$ cat config.mk
export PLATFORM = sky130hd
export DESIGN_NAME = uart_rx
export DESIGN_NICKNAME = d
export VERILOG_FILES = /design/src/rtl/uart_rx.sv
export SDC_FILE = /design/constraint.sdc
export NUM_CORES = 1
export LEC_CHECK = 0
export ABC_AREA = 1
export CORE_MARGIN = 2
export CORE_UTILIZATION = 49
export CTS_CLUSTER_DIAMETER = 100
export DETAILED_ROUTE_END_ITERATION = 12
export PLACE_DENSITY = 0.67
export SLEW_MARGIN = 30
export SYNTH_ARGS = -nofsm -noshare
export SYNTH_HDL_FRONTEND = slang
export SYNTH_SLANG_ARGS = --single-unit
$ cat constraint.sdc
create_clock -name clk -period 2.6 [get_ports clk]
set_input_delay 0.26 -clock clk [delete_from_list [all_inputs] [get_ports clk]]
set_output_delay 0.26 -clock clk [all_outputs]
set_load 0.02 [all_outputs]
$ cat src/rtl/uart_rx.sv
// uart_rx: 8N1 serial receiver with 2-flop input synchronizer, mid-bit
// sampling, framing-error detection with break handling, and a one-deep
// holding register (rdata / data_ready) with overrun reporting.
`timescale 1ns/1ps
module uart_rx #(
  parameter int unsigned CLK_FREQ      = 12_000_000,
  parameter int unsigned BAUD_RATE     = 115200,
  parameter int unsigned CLK_COUNT_BIT = CLK_FREQ / BAUD_RATE
) (
  input  logic       clk,
  input  logic       rst_n,
  input  logic       RX,
  input  logic       rd_ack,
  output logic [7:0] rdata,
  output logic       rx_valid,
  output logic       data_ready,
  output logic       frame_err,
  output logic       overrun,
  output logic       busy
);

  localparam int unsigned HALF_BIT = CLK_COUNT_BIT / 2;
  localparam logic [31:0] BIT_LAST  = 32'(CLK_COUNT_BIT - 1);
  localparam logic [31:0] HALF_LAST = 32'(HALF_BIT - 1);

  typedef enum logic [2:0] {
    IDLE,
    START,
    DATA,
    STOP,
    BREAK
  } state_t;

  state_t      state;
  logic [31:0] clk_cnt;
  logic [2:0]  idx;
  logic [7:0]  shift;
  logic        rx_meta;
  logic        rx_s;
  // prime fills with ones once the synchronizer holds real line samples;
  // armed means rx_s has been seen high since reset, so a line held low
  // across reset release is never taken for a start bit.
  logic [1:0]  prime;
  logic        armed;

  // Two-flop synchronizer on the asynchronous line, idle-high at reset.
  always_ff @(posedge clk or negedge rst_n) begin
    if (!rst_n) begin
      rx_meta <= 1'b1;
      rx_s    <= 1'b1;
    end else begin
      rx_meta <= RX;
      rx_s    <= rx_meta;
    end
  end

  // Track when the synchronizer output reflects the line, then arm on high.
  always_ff @(posedge clk or negedge rst_n) begin
    if (!rst_n) begin
      prime <= 2'b00;
      armed <= 1'b0;
    end else begin
      prime <= {prime[0], 1'b1};
      if (prime[1] && rx_s)
        armed <= 1'b1;
    end
  end

  // Receive FSM with registered outputs and the holding-register handshake.
  always_ff @(posedge clk or negedge rst_n) begin
    if (!rst_n) begin
      state      <= IDLE;
      clk_cnt    <= 32'd0;
      idx        <= 3'd0;
      shift      <= 8'h00;
      rdata      <= 8'h00;
      rx_valid   <= 1'b0;
      data_ready <= 1'b0;
      frame_err  <= 1'b0;
      overrun    <= 1'b0;
      busy       <= 1'b0;
    end else begin
      rx_valid  <= 1'b0;
      frame_err <= 1'b0;
      overrun   <= 1'b0;
      // Consumer read; a commit below takes priority in the same cycle.
      if (rd_ack)
        data_ready <= 1'b0;

      case (state)
        IDLE: begin
          clk_cnt <= 32'd0;
          idx     <= 3'd0;
          if (armed && !rx_s) begin
            state <= START;
            busy  <= 1'b1;
          end else begin
            busy  <= 1'b0;
          end
        end

        START: begin
          if (clk_cnt == HALF_LAST) begin
            clk_cnt <= 32'd0;
            idx     <= 3'd0;
            if (!rx_s) begin
              state <= DATA;
            end else begin
              // Start bit did not survive to mid-bit: treat as a glitch.
              state <= IDLE;
              busy  <= 1'b0;
            end
          end else begin
            clk_cnt <= clk_cnt + 32'd1;
          end
        end

        DATA: begin
          if (clk_cnt == BIT_LAST) begin
            clk_cnt    <= 32'd0;
            shift[idx] <= rx_s;
            idx        <= idx + 3'd1;
            if (idx == 3'd7)
              state <= STOP;
          end else begin
            clk_cnt <= clk_cnt + 32'd1;
          end
        end

        STOP: begin
          if (clk_cnt == BIT_LAST) begin
            clk_cnt <= 32'd0;
            if (rx_s) begin
              rdata      <= shift;
              rx_valid   <= 1'b1;
              data_ready <= 1'b1;
              overrun    <= data_ready && !rd_ack;
              state      <= IDLE;
              busy       <= 1'b0;
            end else begin
              frame_err <= 1'b1;
              state     <= BREAK;
            end
          end else begin
            clk_cnt <= clk_cnt + 32'd1;
          end
        end

        BREAK: begin
          // Wait out a held-low line so it reports only one frame error.
          clk_cnt <= 32'd0;
          if (rx_s) begin
            state <= IDLE;
            busy  <= 1'b0;
          end
        end

        default: begin
          state <= IDLE;
          busy  <= 1'b0;
        end
      endcase
    end
  end

endmodule

==> impl_metrics.toml <==
[timing]
hold_violations = 0
fin_crit_sh_pct = 79.08
finClkSkew_ns = 0.01322
slew_violations = 0
setup-tns-final_ns = 0
fin_crit_ns = 2.056
fmax_mhz = 486.3
setup_viol = 0
slew_headroom_pct = 60.96
worstMarginPinSlew_ns = 0.5856
rsz0062_at_grt = "false"

[pwr]
swShare_pct = 35.26
ir_drop_mv = 0.4550
p_per_area_mw_per_mm2 = 660.3
seqPwrFrac_pct = 42.1
switchingPower_mw = 0.9704
p_leak_nw = 2.118
p_clk_share_pct = 36.1
pwr-share-comb_pct = 21.8
intPower_mw = 1.782

[critical_path]
cpMostUsedCell = "nand2_1"
crit_fanout = 10
cp-start-kind = "flip-flop"
cp-end-kind = "flip-flop"
cp_top_family = "simple AND/OR/NAND/NOR gates"
max_stage_delay_ns = 0.53
cp_cell_sequence = "inv_2, nand2_1, nand2_1, nand3_1, nor3_2, nand3_1, nand2_1, inv_1, nand2_1, inv_1"
cp.required_ns = 2.85
crit_type = "flip-flop to flip-flop"
slowest_stage = "dfrtp_1"
path_buf_inv = 3
cp.arrival_ns = 2.31

[place]
dp.cells = 636
io_buffer_count = 16
globalplace.congestion = 0.9467
hpwl_um = 6484

[route]
drc = 0
first_iter_violations = 182
wl_um = 8790
drt-pass1-iter-count = 5
wire_per_inst_um = 13.46
vias_per_cell = 5.184
detail-route-antenna-nets = 0
vias = 3385

[clocking]
clock_latency_ns = 0.36
cts.sinks = 64
clkTransAtPathRegs_ns = 0.08
numCtsBuffers = 9
postCtsSetupBuffers = 0
clk_path_buf_depth = 2
htree_levels = 3
cts_root_buf = "clkbuf_8"
cts_tree = "yes"

[grt]
grt_pass1_wl_um = 14800
grt_pass1_vias = 3051
grt.overflow.total = 0
grt_antenna_before_repair = 0
grt_max_degree = 32
grt_usage_pct = 22.65

[synthesis]
ys_types = 34
yosysTopAreaCell = "dfrtp_1"
synth_flop_cell = "dfrtp_1"
syn_area_per_cell_sq_um = 6.978
yosys.area.top_type_share_pct = 42.35
ys_ff_latch = 64
yosysSeqAreaShare_pct = 43.78
async_flop_share_pct = 100.0
synth_nets = 532
syn_area_sq_mm = 0.003664
synth.area.top_cells = "dfrtp_1, nand2_1, nor2_1"
syn_inst = 525
synth-edff-count = 0
ys_warn_count = 0

[cells_and_area]
finalNetCount = 556
fin_cells = 653
final_common_cell = "nand2_1"
area_growth_pct = 13.76
most-common-layout-cells = "nand2_1, nor2_1, inv_1"
final_util_pct = 57.46
fillers = 715
n_antenna_cell = 0
drive_gt1_share_pct = 6.498

[run_status]
status = "completed"

[floorplanning]
core_area_sq_mm = 0.007253
dieHeight_um = 90.47
rows = 31
initial_core_util_pct = 50.51
io_pins = 17
dieArea_sq_mm = 0.008184
die_x_um = 90.47

[job]
cap_violations = 0

[min_path]
hold_path.class = "primary input to flip-flop"
==> synthesized netlist by cell type (2+ instances only) <==
cell / number
nand2_1: 186
dfrtp_1: 62
inv_2: 2
nand4_1: 14
nand2_2: 2
nor2_2: 4
inv_1: 70
buf_2: 3
nand3_1: 32
o2111ai_1: 6
xor2_1: 14
nor3_1: 13
o21ai_0: 9
buf_6: 2
nand3b_1: 2
dfstp_2: 2
nor2_1: 82
clkinv_1: 2
ha_1: 3
==> worst register-to-register path, delay by kind of cell (launching register included) <==
family | cells | cell delay, ns
simple gates | 7 | 1.19
flops | 1 | 0.53
buf+inv | 3 | 0.25
==> stage by stage <==
step	hold slack, ns	setup WS (ns)	total power, mW	area (sq um)
floorplan	-0.03559	0.9627	1.621	3664
global placement	0.2942	0.6096	1.759	3933
detailed placement	0.2971	0.6215	1.764	3933
CTS	0.3019	0.5889	2.760	4168
global route	0.3148	0.3798	2.896	4168
finish	0.3138	0.5438	2.752	4168
==> logic make-up (layout without fill, tap and decap cells) <==
family / Yosys count / count (layout) / share of synthesized area (%)
compound gates: 19 / 19 / 3.347
xor+xnor: 14 / 14 / 3.347
fa+ha+maj: 3 / 3 / 1.025
buf+inv: 82 / 111 / 8.948
flops: 64 / 64 / 43.78
other cells: 1 / 1 / 0.1024
simple gates: 342 / 342 / 39.45
==> metal layers <==
layer  routed length (um)  up-vias  track usage [%]
met5                    0        -                0
li1                     -     1685                -
met4                  140        0            7.564
met3                  544       13            4.090
met2                 3734      125            33.71
met1                 4371     1562            33.30
==> flip-flops by register name, summed over array words and instances (netlist names), 2 cells and up <==
name and flops:
clk_cnt 32, idx 3, prime 2, rdata 8, shift 8, state 3
==> power groups by stage <==
| stage | clock network, mW | logic [mW] | registers (mW) |
|---|---|---|---|
| final | 0.995 | 0.600 | 1.16 |
| after global routing | 1.05 | 0.675 | 1.17 |
| after CTS | 1.01 | 0.598 | 1.15 |
| after detailed placement | 0 | 0.593 | 1.17 |
| after global placement | 0 | 0.588 | 1.17 |
| after floorplan | 0 | 0.500 | 1.12 |
==> what timing repair did <==
action / 4_1_cts / 5_1_grt
hold buffers: 1 / 0
hold endpoints to repair: 22 / 0
resized for setup: 0 / 0
==> path summary, 6_finish.rpt <==
| path | cells after the start | startpoint | slack [ns] | to |
|---|---|---|---|---|
| max in group asynchronous | 3 | rst_n | 1.51 | rx_s |
| hold reg to reg | 0 | prime[0] | 0.35 | prime[1] |
| hold / removal | 1 | RX | 0.31 | rx_meta |
| min in group asynchronous | 2 | rst_n | 0.43 | clk_cnt[29] |
| setup reg to reg | 10 | state[1] | 0.54 | clk_cnt[20] |
| setup / recovery | 10 | state[1] | 0.54 | clk_cnt[20] |
==> layout make-up <==
cell class	instances	area [sq um]	share of cell area [%]
flip-flops and latches	64	1604	38.49
clock buffers	9	123.9	2.972
inverters	75	282.8	6.785
well taps	99	123.9	2.972
clock inverters	7	101.3	2.432
multi-input cells	379	1732	41.55
repair buffers	20	200.2	4.803
Note: power is estimated with default switching activity, not from simulation.
